===== src/rtl/mem_stage_ctrl_pkg.sv =====
// Shared definitions for the ARM pipeline memory stage: register/address widths,
// the data-memory base address and the MEM/WB bundle layout.
package mem_stage_ctrl_pkg;

    localparam int unsigned ADDRESS_LEN     = 32;
    localparam int unsigned REGISTER_LEN    = 32;
    localparam int unsigned REG_ADDRESS_LEN = 4;
    localparam logic [ADDRESS_LEN-1:0] DATA_MEM_BASE = 32'd1024;

    typedef struct packed {
        logic                       wb_en;
        logic                       mem_r_en;
        logic [REG_ADDRESS_LEN-1:0] dest;
        logic [REGISTER_LEN-1:0]    alu_res;
    } wb_bundle_t;

    // Byte address to data-memory word index; underflow wraps.
    function automatic logic [ADDRESS_LEN-1:0] word_addr(
        input logic [ADDRESS_LEN-1:0] byte_addr,
        input logic [ADDRESS_LEN-1:0] base
    );
        return (byte_addr - base) >> 2;
    endfunction

endpackage


===== src/rtl/mem_stage_ctrl_wb_reg.sv =====
// MEM/WB pipeline register: loads the bundle every cycle, or a bubble
// (write-back and load flags cleared) while the stage is frozen.
module mem_wb_reg
    import mem_stage_ctrl_pkg::*;
#(
    parameter int unsigned DATA_W = REGISTER_LEN
) (
    input  logic              clk,
    input  logic              rst,
    input  logic              freeze_i,
    input  wb_bundle_t        bundle_i,
    input  logic              data_load_i,
    input  logic [DATA_W-1:0] data_i,
    output wb_bundle_t        bundle_o,
    output logic [DATA_W-1:0] data_o
);

    wb_bundle_t        bundle_q;
    logic [DATA_W-1:0] data_q;

    always_ff @(posedge clk or posedge rst) begin
        if (rst) begin
            bundle_q <= '0;
            data_q   <= '0;
        end else begin
            if (freeze_i) begin
                // Bubble: only the flags matter, the payload keeps its old value.
                bundle_q.wb_en    <= 1'b0;
                bundle_q.mem_r_en <= 1'b0;
            end else begin
                bundle_q <= bundle_i;
            end
            if (data_load_i) begin
                data_q <= data_i;
            end
        end
    end

    assign bundle_o = bundle_q;
    assign data_o   = data_q;

endmodule


===== src/rtl/mem_stage_ctrl.sv =====
// Memory stage: runs loads/stores over a req/ack handshake, freezes upstream while
// an access is outstanding. Optional access timeout under MEM_TIMEOUT_EN.
module mem_stage_ctrl
    import mem_stage_ctrl_pkg::*;
#(
    parameter int unsigned DATA_W         = REGISTER_LEN,
    parameter int unsigned MEM_ADDR_W     = 16,
    parameter logic [31:0] BASE_ADDR      = DATA_MEM_BASE,
    parameter int unsigned TIMEOUT_CYCLES = 64
) (
    input  logic                       clk,
    input  logic                       rst,
    input  logic                       wb_en_in,
    input  logic                       mem_r_en_in,
    input  logic                       mem_w_en_in,
    input  logic [DATA_W-1:0]          alu_res_in,
    input  logic [DATA_W-1:0]          val_Rm_in,
    input  logic [REG_ADDRESS_LEN-1:0] dest_in,
    output logic                       mem_req,
    output logic                       mem_we,
    output logic [MEM_ADDR_W-1:0]      mem_addr,
    output logic [DATA_W-1:0]          mem_wdata,
    input  logic [DATA_W-1:0]          mem_rdata,
    input  logic                       mem_ack,
    output logic                       freeze,
    output logic                       wb_en_out,
    output logic                       mem_r_en_out,
    output logic [REG_ADDRESS_LEN-1:0] dest_out,
    output logic [DATA_W-1:0]          alu_res_out,
    output logic [DATA_W-1:0]          mem_data_out,
    output logic                       mem_err
);

    typedef enum logic {
        ST_IDLE   = 1'b0,
        ST_ACCESS = 1'b1
    } mem_state_e;

    mem_state_e        state_q;
    logic              mem_op_c;
    logic              access_c;
    logic              ack_c;
    logic              timeout_c;
    logic              done_c;
    logic              data_load_c;
    logic [DATA_W-1:0] data_c;
    wb_bundle_t        bundle_c;
    wb_bundle_t        bundle_out;

    assign mem_op_c = mem_r_en_in | mem_w_en_in;
    assign access_c = (state_q == ST_ACCESS);
    assign ack_c    = access_c & mem_ack;
    assign done_c   = ack_c | timeout_c;

`ifdef MEM_TIMEOUT_EN
    localparam int unsigned CNT_W = $clog2(TIMEOUT_CYCLES + 1);

    logic [CNT_W-1:0] to_cnt_q;
    logic             mem_err_q;

    assign timeout_c = access_c & ~mem_ack & (to_cnt_q == CNT_W'(TIMEOUT_CYCLES - 1));

    // Counts unacknowledged ACCESS cycles; zero whenever no access is pending.
    always_ff @(posedge clk or posedge rst) begin
        if (rst) begin
            to_cnt_q  <= '0;
            mem_err_q <= 1'b0;
        end else begin
            mem_err_q <= timeout_c;
            if (access_c && !done_c) begin
                to_cnt_q <= to_cnt_q + CNT_W'(1);
            end else begin
                to_cnt_q <= '0;
            end
        end
    end

    assign mem_err = mem_err_q;
`else
    logic [31:0] unused_timeout_cfg;

    // The limit only matters when the timeout counter is built.
    assign unused_timeout_cfg = 32'(TIMEOUT_CYCLES);
    assign timeout_c          = 1'b0;
    assign mem_err            = 1'b0;
`endif

    always_ff @(posedge clk or posedge rst) begin
        if (rst) begin
            state_q <= ST_IDLE;
        end else begin
            case (state_q)
                ST_IDLE:   if (mem_op_c) state_q <= ST_ACCESS;
                ST_ACCESS: if (done_c)   state_q <= ST_IDLE;
                default:                 state_q <= ST_IDLE;
            endcase
        end
    end

    // Request comes straight from the state register so reset kills it at once.
    assign mem_req   = access_c;
    assign mem_we    = access_c & mem_w_en_in;
    assign mem_addr  = MEM_ADDR_W'(word_addr(ADDRESS_LEN'(alu_res_in), ADDRESS_LEN'(BASE_ADDR)));
    assign mem_wdata = val_Rm_in;
    assign freeze    = mem_op_c & ~done_c;

    // A simultaneous read and write is a store, so it never captures read data.
    assign data_load_c = (ack_c & mem_r_en_in & ~mem_w_en_in) | timeout_c;
    assign data_c      = timeout_c ? '0 : mem_rdata;

    assign bundle_c.wb_en    = wb_en_in;
    assign bundle_c.mem_r_en = mem_r_en_in;
    assign bundle_c.dest     = dest_in;
    assign bundle_c.alu_res  = REGISTER_LEN'(alu_res_in);

    mem_wb_reg #(
        .DATA_W (DATA_W)
    ) u_mem_wb_reg (
        .clk         (clk),
        .rst         (rst),
        .freeze_i    (freeze),
        .bundle_i    (bundle_c),
        .data_load_i (data_load_c),
        .data_i      (data_c),
        .bundle_o    (bundle_out),
        .data_o      (mem_data_out)
    );

    assign wb_en_out    = bundle_out.wb_en;
    assign mem_r_en_out = bundle_out.mem_r_en;
    assign dest_out     = bundle_out.dest;
    assign alu_res_out  = DATA_W'(bundle_out.alu_res);

endmodule

===== config.mk =====
export PLATFORM = sky130hd
export DESIGN_NAME = mem_stage_ctrl
export DESIGN_NICKNAME = d
export VERILOG_FILES = /design/src/rtl/mem_stage_ctrl_pkg.sv /design/src/rtl/mem_stage_ctrl_wb_reg.sv /design/src/rtl/mem_stage_ctrl.sv
export SDC_FILE = /design/constraint.sdc
export NUM_CORES = 1
export LEC_CHECK = 0
export ABC_AREA = 1
export BUFFER_PORTS_ARGS = -buffer_cell sky130_fd_sc_hd__buf_4
export CORE_MARGIN = 4
export CORE_UTILIZATION = 45
export DETAILED_ROUTE_END_ITERATION = 10
export GPL_ROUTABILITY_DRIVEN = 1
export PLACE_DENSITY = 0.95
export SLEW_MARGIN = 5
export SYNTH_ARGS = -nofsm -noshare
export SYNTH_HDL_FRONTEND = slang
export SYNTH_SLANG_ARGS = --single-unit

===== constraint.sdc =====
create_clock -name clk -period 4.3 [get_ports clk]
set_input_delay 0.43 -clock clk [delete_from_list [all_inputs] [get_ports clk]]
set_output_delay 0.43 -clock clk [all_outputs]
set_load 0.01 [all_outputs]

==> results_dict.tcl, run 1 <==
set metrics [dict create \
    holdBufCountCts 0 \
    leakage_uw 0.00252 \
    layout.nets 599 \
    syn_to_final_growth_pct 34.6 \
    synth_top_family_by_area "simple AND/OR/NAND/NOR gates" \
    drt-initial-drc-count 94 \
    path_clk_slew_ns 0.08 \
    drive_gt1_frac 0.388 \
    dieArea_mm2 0.00876 \
    crit_type "primary input to primary output" \
    p_per_area_mw_per_mm2 470 \
    setup_viol 0 \
    cp-start-kind "primary input" \
    clkSinkCount 71 \
    crit_required_ns 3.87 \
    wire_per_inst_um 14.2 \
    holdWs_ns 0.284 \
    worst_pin_slew_ns 1.09 \
    io_pins 228 \
    die_x_um 93.6 \
    synthCells 375 \
    final_hold_viol_count 0 \
    cap_violations 0 \
    post_cts_buffers 0 \
    path_cells "buf_4, o21ai_4, inv_4, buf_4" \
    coreArea_mm2 0.00694 \
    hold_path.class "primary input to flip-flop" \
    place_congestion 0.795 \
    synth_compound_gate_area_share 0.0281 \
    drt-total-wl_mm 8.40 \
    first_pass_iters 5 \
    vias 2826 \
    skew_ns 0.00825 \
    netlist.area_leader.share 0.539 \
    grt_pass1_vias 2827 \
    drcViolationCount 0 \
    period_needed_ns 2.27 \
    synthesis.area_mm2 0.00330 \
    path_buf_inv 3 \
    syn-num-nets 482 \
    n_antenna_cell 0 \
    htreeDepth 3 \
    synthMuxAreaShare 0 \
    clockBufferDepth 2 \
    fp-row-count 30 \
    synth_warnings 0 \
    hpwlAfterDp_mm 6.21 \
    rsz0062_at_grt "no" \
    cts_tree "built" \
    ys_ff_latch 71 \
    grt_start_max_net_pins 72 \
    ys_seq_area_frac 0.539 \
    synth_xor_area_frac 0.00266 \
    start_util 0.475 \
    slowest_stage "o21ai_4" \
    yosys.area_share.simple 0.270 \
    max_freq_mhz 440 \
    outcome "completed" \
    synth_area_leaders "dfrtp_1 (54%), nand2_1 (20%), buf_4 (11%)" \
    grt_util_all_layers 0.188 \
    final_cell_mix "nand2_1 (172), buf_4 (163), dfrtp_1 (71)" \
    ir_drop_v 0.000202 \
    crit_family "buffers and inverters" \
    grt_first_pass_wirelength_mm 13.1 \
    path_max_fanout 45 \
    max_slew_margin 0.274 \
    die_y_um 93.6 \
    cts-root-buf "clkbuf_8" \
    ctsResizeCount 0 \
    fin_tns_setup_ns 0 \
    slew_violations 0 \
    numCtsBuffers 9 \
    slowest_delay_ns 0.63 \
    period_share 0.529 \
    endpoint_kind "primary output" \
    layout_commonest_cell "nand2_1" \
    insertion_delay_ns 0.34 \
    antenna_found_initial 0 \
    viasPerCell 4.77 \
    grt_overflow_total 0 \
    synthAdderAreaFrac 0.00380 \
    avgSynthCellArea_um2 8.79 \
    synth_area_leader_cell "dfrtp_1" \
    worstPathArrival_ns 1.84 \
    synth.distinct_cells 19 \
    place_inst 577 \
    ant_nets 0 \
    cp_common_cell "buf_4" \
    portBuffers 162 \
    fin_cells 593 \
]
worst min-delay path, cell delays in order:
cell and delay [ns]:
buf_4 0.08, nand2_1 0.04, nand2_1 0.05
path summary, 6_finish.rpt:
path                                            from                        end  slack, ns  cells past startpoint
hold reg to reg            u_mem_wb_reg.bundle_o[28]  u_mem_wb_reg.bundle_o[28]       0.47                      2
min in group asynchronous                        rst  u_mem_wb_reg.bundle_o[19]       0.34                      3
setup reg to reg                             mem_req     u_mem_wb_reg.data_o[0]       2.69                      5
setup / recovery                         mem_w_en_in                     freeze       2.03                      4
max in group asynchronous                        rst  u_mem_wb_reg.bundle_o[26]       3.36                      3
hold / removal                            dest_in[1]  u_mem_wb_reg.bundle_o[33]       0.28                      3
layout make-up:
cell class / instances / area (um^2)
clock buffers: 9 / 124
clock inverters: 7 / 120
fillers: 565 / 2510
inverters: 17 / 66.3
multi-input cells: 230 / 1010
flip-flops and latches: 71 / 1780
well taps: 96 / 120
repair buffers: 163 / 1220
sequential cells by signal, indices dropped and copies added (netlist names):
name / count
u_mem_wb_reg.bundle_o: 38
u_mem_wb_reg.data_o: 32
mem_req: 1
metrics by stage:
| step | worst slack [ns] | instance area (um^2) | util | total power (uW) |
|---|---|---|---|---|
| finish | 2.03 | 4440 | 0.639 | 2080 |
| global route | 1.85 | 4440 | 0.639 | 2200 |
| global placement | 1.97 | 4190 | 0.604 | 1440 |
| detailed placement | 1.95 | 4190 | 0.604 | 1460 |
| floorplan | 2.07 | 3300 | - | 1170 |
| CTS | 1.94 | 4440 | 0.639 | 2110 |
synthesized netlist by cell type, drive strengths merged:
cell type  number
inv            17
ha              1
o21ai          11
buf            57
xor2            1
nor2            7
conb            1
nand3          33
dfrtp          71
nand2         174
nand4           2
power by group:
part	switching [uW]	total, uW	internal (uW)
clock	255	642	387
combinational	288	566	278
sequential	77.4	876	799
total	620	2080	1460
kinds of logic after synthesis:
group	count (synthesis)
other cells	1
xor+xnor	1
simple gates	216
flops	71
compound gates	11
fa+ha+maj	1
buf+inv	74
routing by layer:
| metal | vias to the layer above | global-route usage | share of wire | routed length [um] |
|---|---|---|---|---|
| li1 | 1345 | - | - | - |
| met1 | 1306 | 0.230 | 0.38 | 3200 |
| met2 | 156 | 0.310 | 0.48 | 4050 |
| met3 | 19 | 0.0636 | 0.12 | 1010 |
| met4 | 0 | 0.0698 | 0.017 | 140 |
| met5 | - | 0 | 0 | 0 |
Power figures use the tool's default switching activity.
==> inputs of run 2 (changes only) <==
--- a/config.mk
+++ b/config.mk
@@ -8,10 +8,10 @@
 export ABC_AREA = 1
 export BUFFER_PORTS_ARGS = -buffer_cell sky130_fd_sc_hd__buf_4
 export CORE_MARGIN = 4
-export CORE_UTILIZATION = 45
+export CORE_UTILIZATION = 41
 export DETAILED_ROUTE_END_ITERATION = 10
 export GPL_ROUTABILITY_DRIVEN = 1
-export PLACE_DENSITY = 0.95
+export PLACE_DENSITY = 0.89
 export SLEW_MARGIN = 5
 export SYNTH_ARGS = -nofsm -noshare
 export SYNTH_HDL_FRONTEND = slang
==> constraint.sdc (replaced) <==
create_clock -name clk -period 2.3 [get_ports clk]
set_input_delay 0.23 -clock clk [delete_from_list [all_inputs] [get_ports clk]]
set_output_delay 0.23 -clock clk [all_outputs]
set_load 0.01 [all_outputs]
==> results_dict.tcl, run 2 (synthesis gave the netlist of run 1 again) <==
set metrics [dict create \
    n_antenna_cell 0 \
    portBuffers 162 \
    cp-start-kind "flip-flop" \
    worst_pin_slew_ns 0.590 \
    crit_family "buffers and inverters" \
    dieArea_mm2 0.00954 \
    p_per_area_mw_per_mm2 854 \
    final_core_util 0.575 \
    comb_power_share 0.276 \
    p_seq_frac 0.429 \
    grt_first_pass_wirelength_mm 13.5 \
    post_dp_cell_area_mm2 0.00423 \
    slowest_stage "dfrtp_1" \
    layout.nets 602 \
    grt_util_all_layers 0.173 \
    htreeDepth 3 \
    ant_nets 0 \
    drcViolationCount 0 \
    vias 2855 \
    antenna_found_initial 0 \
    viasPerCell 4.74 \
    hold_path.class "primary input to flip-flop" \
    largest_register_ffs 38 \
    path_clk_slew_ns 0.08 \
    period_share 0.768 \
    switchingPower_uw 1150 \
    leakage_uw 0.00253 \
    clockBufferDepth 2 \
    grt_pass1_vias 2793 \
    rsz0062_at_grt "no" \
    max_freq_mhz 566 \
    syn_to_final_growth_pct 35.5 \
    final_cell_mix "nand2_1 (172), buf_4 (164), dfrtp_1 (71)" \
    path_buf_inv 2 \
    cts_tree "built" \
    fin_tns_setup_ns 0 \
    drt-total-wl_mm 8.42 \
    final_hold_viol_count 0 \
    endpoint_kind "primary output" \
    coreArea_mm2 0.00777 \
    clkSinkCount 71 \
    max_slew_margin 0.606 \
    slew_violations 0 \
    setup_viol 0 \
    worstPathArrival_ns 1.54 \
    crit_type "flip-flop to primary output" \
    die_x_um 97.7 \
    place_congestion 0.885 \
    grt_overflow_total 0 \
    design_area_mm2 0.00447 \
    hpwlAfterDp_mm 6.35 \
    outcome "completed" \
    die_y_um 97.7 \
    drive_gt1_frac 0.390 \
    cts-root-buf "clkbuf_8" \
    p_sw_frac 0.301 \
    io_pins 228 \
    drt-initial-drc-count 112 \
    slowest_delay_ns 0.43 \
    wire_per_inst_um 14.0 \
    internal_power_uw 2660 \
    skew_ns 0.0118 \
    crit_required_ns 2.07 \
    total_power_uw 3810 \
    period_needed_ns 1.77 \
    grt_start_max_net_pins 46 \
    path_max_fanout 45 \
    first_pass_iters 4 \
    ir_drop_v 0.000380 \
    numCtsBuffers 9 \
    cap_violations 0 \
    insertion_delay_ns 0.34 \
    ctsResizeCount 0 \
    layout_commonest_cell "nand2_1" \
    path_cells "nand2_4, o21ai_4, inv_4, buf_4" \
    start_util 0.424 \
    fp-row-count 32 \
    pwr-share-clk 0.295 \
]
run 2: changes by cell type in the layout (fill, tap and decap cells not counted), sizes merged:
cell	change
clkbuf	+1
bufinv	-1
clkinv	-1
inv	+1
buf	+2
dlygate4sd3	+1
run 2: per-layer routing:
metal  vias to the layer above  routed length (um)  global-route usage
li1                       1351                   -                   -
met1                      1306                3180               0.196
met2                       181                4070               0.281
met3                        17                1000              0.0747
met4                         0                 172              0.0831
met5                         -                   0                   0
run 2: path summary, 6_finish.rpt:
| kind | start | to | slack (ns) | cells past startpoint |
|---|---|---|---|---|
| max | mem_req | freeze | 0.53 | 4 |
| min | dest_in[1] | u_mem_wb_reg.bundle_o[33] | 0.08 | 3 |
| max reg2reg | mem_req | u_mem_wb_reg.data_o[9] | 0.76 | 5 |
| min reg2reg | u_mem_wb_reg.bundle_o[7] | u_mem_wb_reg.bundle_o[7] | 0.48 | 2 |
| max in group asynchronous | rst | u_mem_wb_reg.data_o[9] | 1.12 | 4 |
| min in group asynchronous | rst | u_mem_wb_reg.bundle_o[16] | 0.53 | 3 |
run 2: area by class of cell:
class / count / area [um^2]
Fill cell: 685 / 3300
Sequential cell: 71 / 1780
Timing Repair Buffer: 166 / 1260
Multi-Input combinational cell: 230 / 1010
Clock buffer: 10 / 138
Tap cell: 102 / 128
Clock inverter: 6 / 90.1
Inverter: 17 / 66.3
run 2: power by group through the flow:
stage / sequential, uW / combinational (uW) / clock (uW)
global route: 1670 / 1150 / 1220
detailed placement: 1650 / 1070 / 0
finish: 1640 / 1050 / 1130
CTS: 1630 / 1070 / 1160
global placement: 1650 / 1040 / 0
floorplan: 1760 / 428 / 0
run 2: repair_timing:
action                                 in CTS  in global routing
endpoints found under the hold margin      26                  0
buffers inserted                            0                  0
hold buffers                                1                  0
run 2: tightest hold or removal path: cells and delay by family:
family        cells  cell delay [ns]
simple gates      2             0.09
buf+inv           1             0.08
run 2: stage by stage:
stage                     worst slack, ns  hold WS, ns  cells
after floorplan                     0.273        0.336    375
after detailed placement            0.784        0.356    585
after global placement              0.831        0.329    585
after global routing                0.371       0.0649    602
final                               0.533       0.0840    602
after CTS                           0.484       0.0649    602
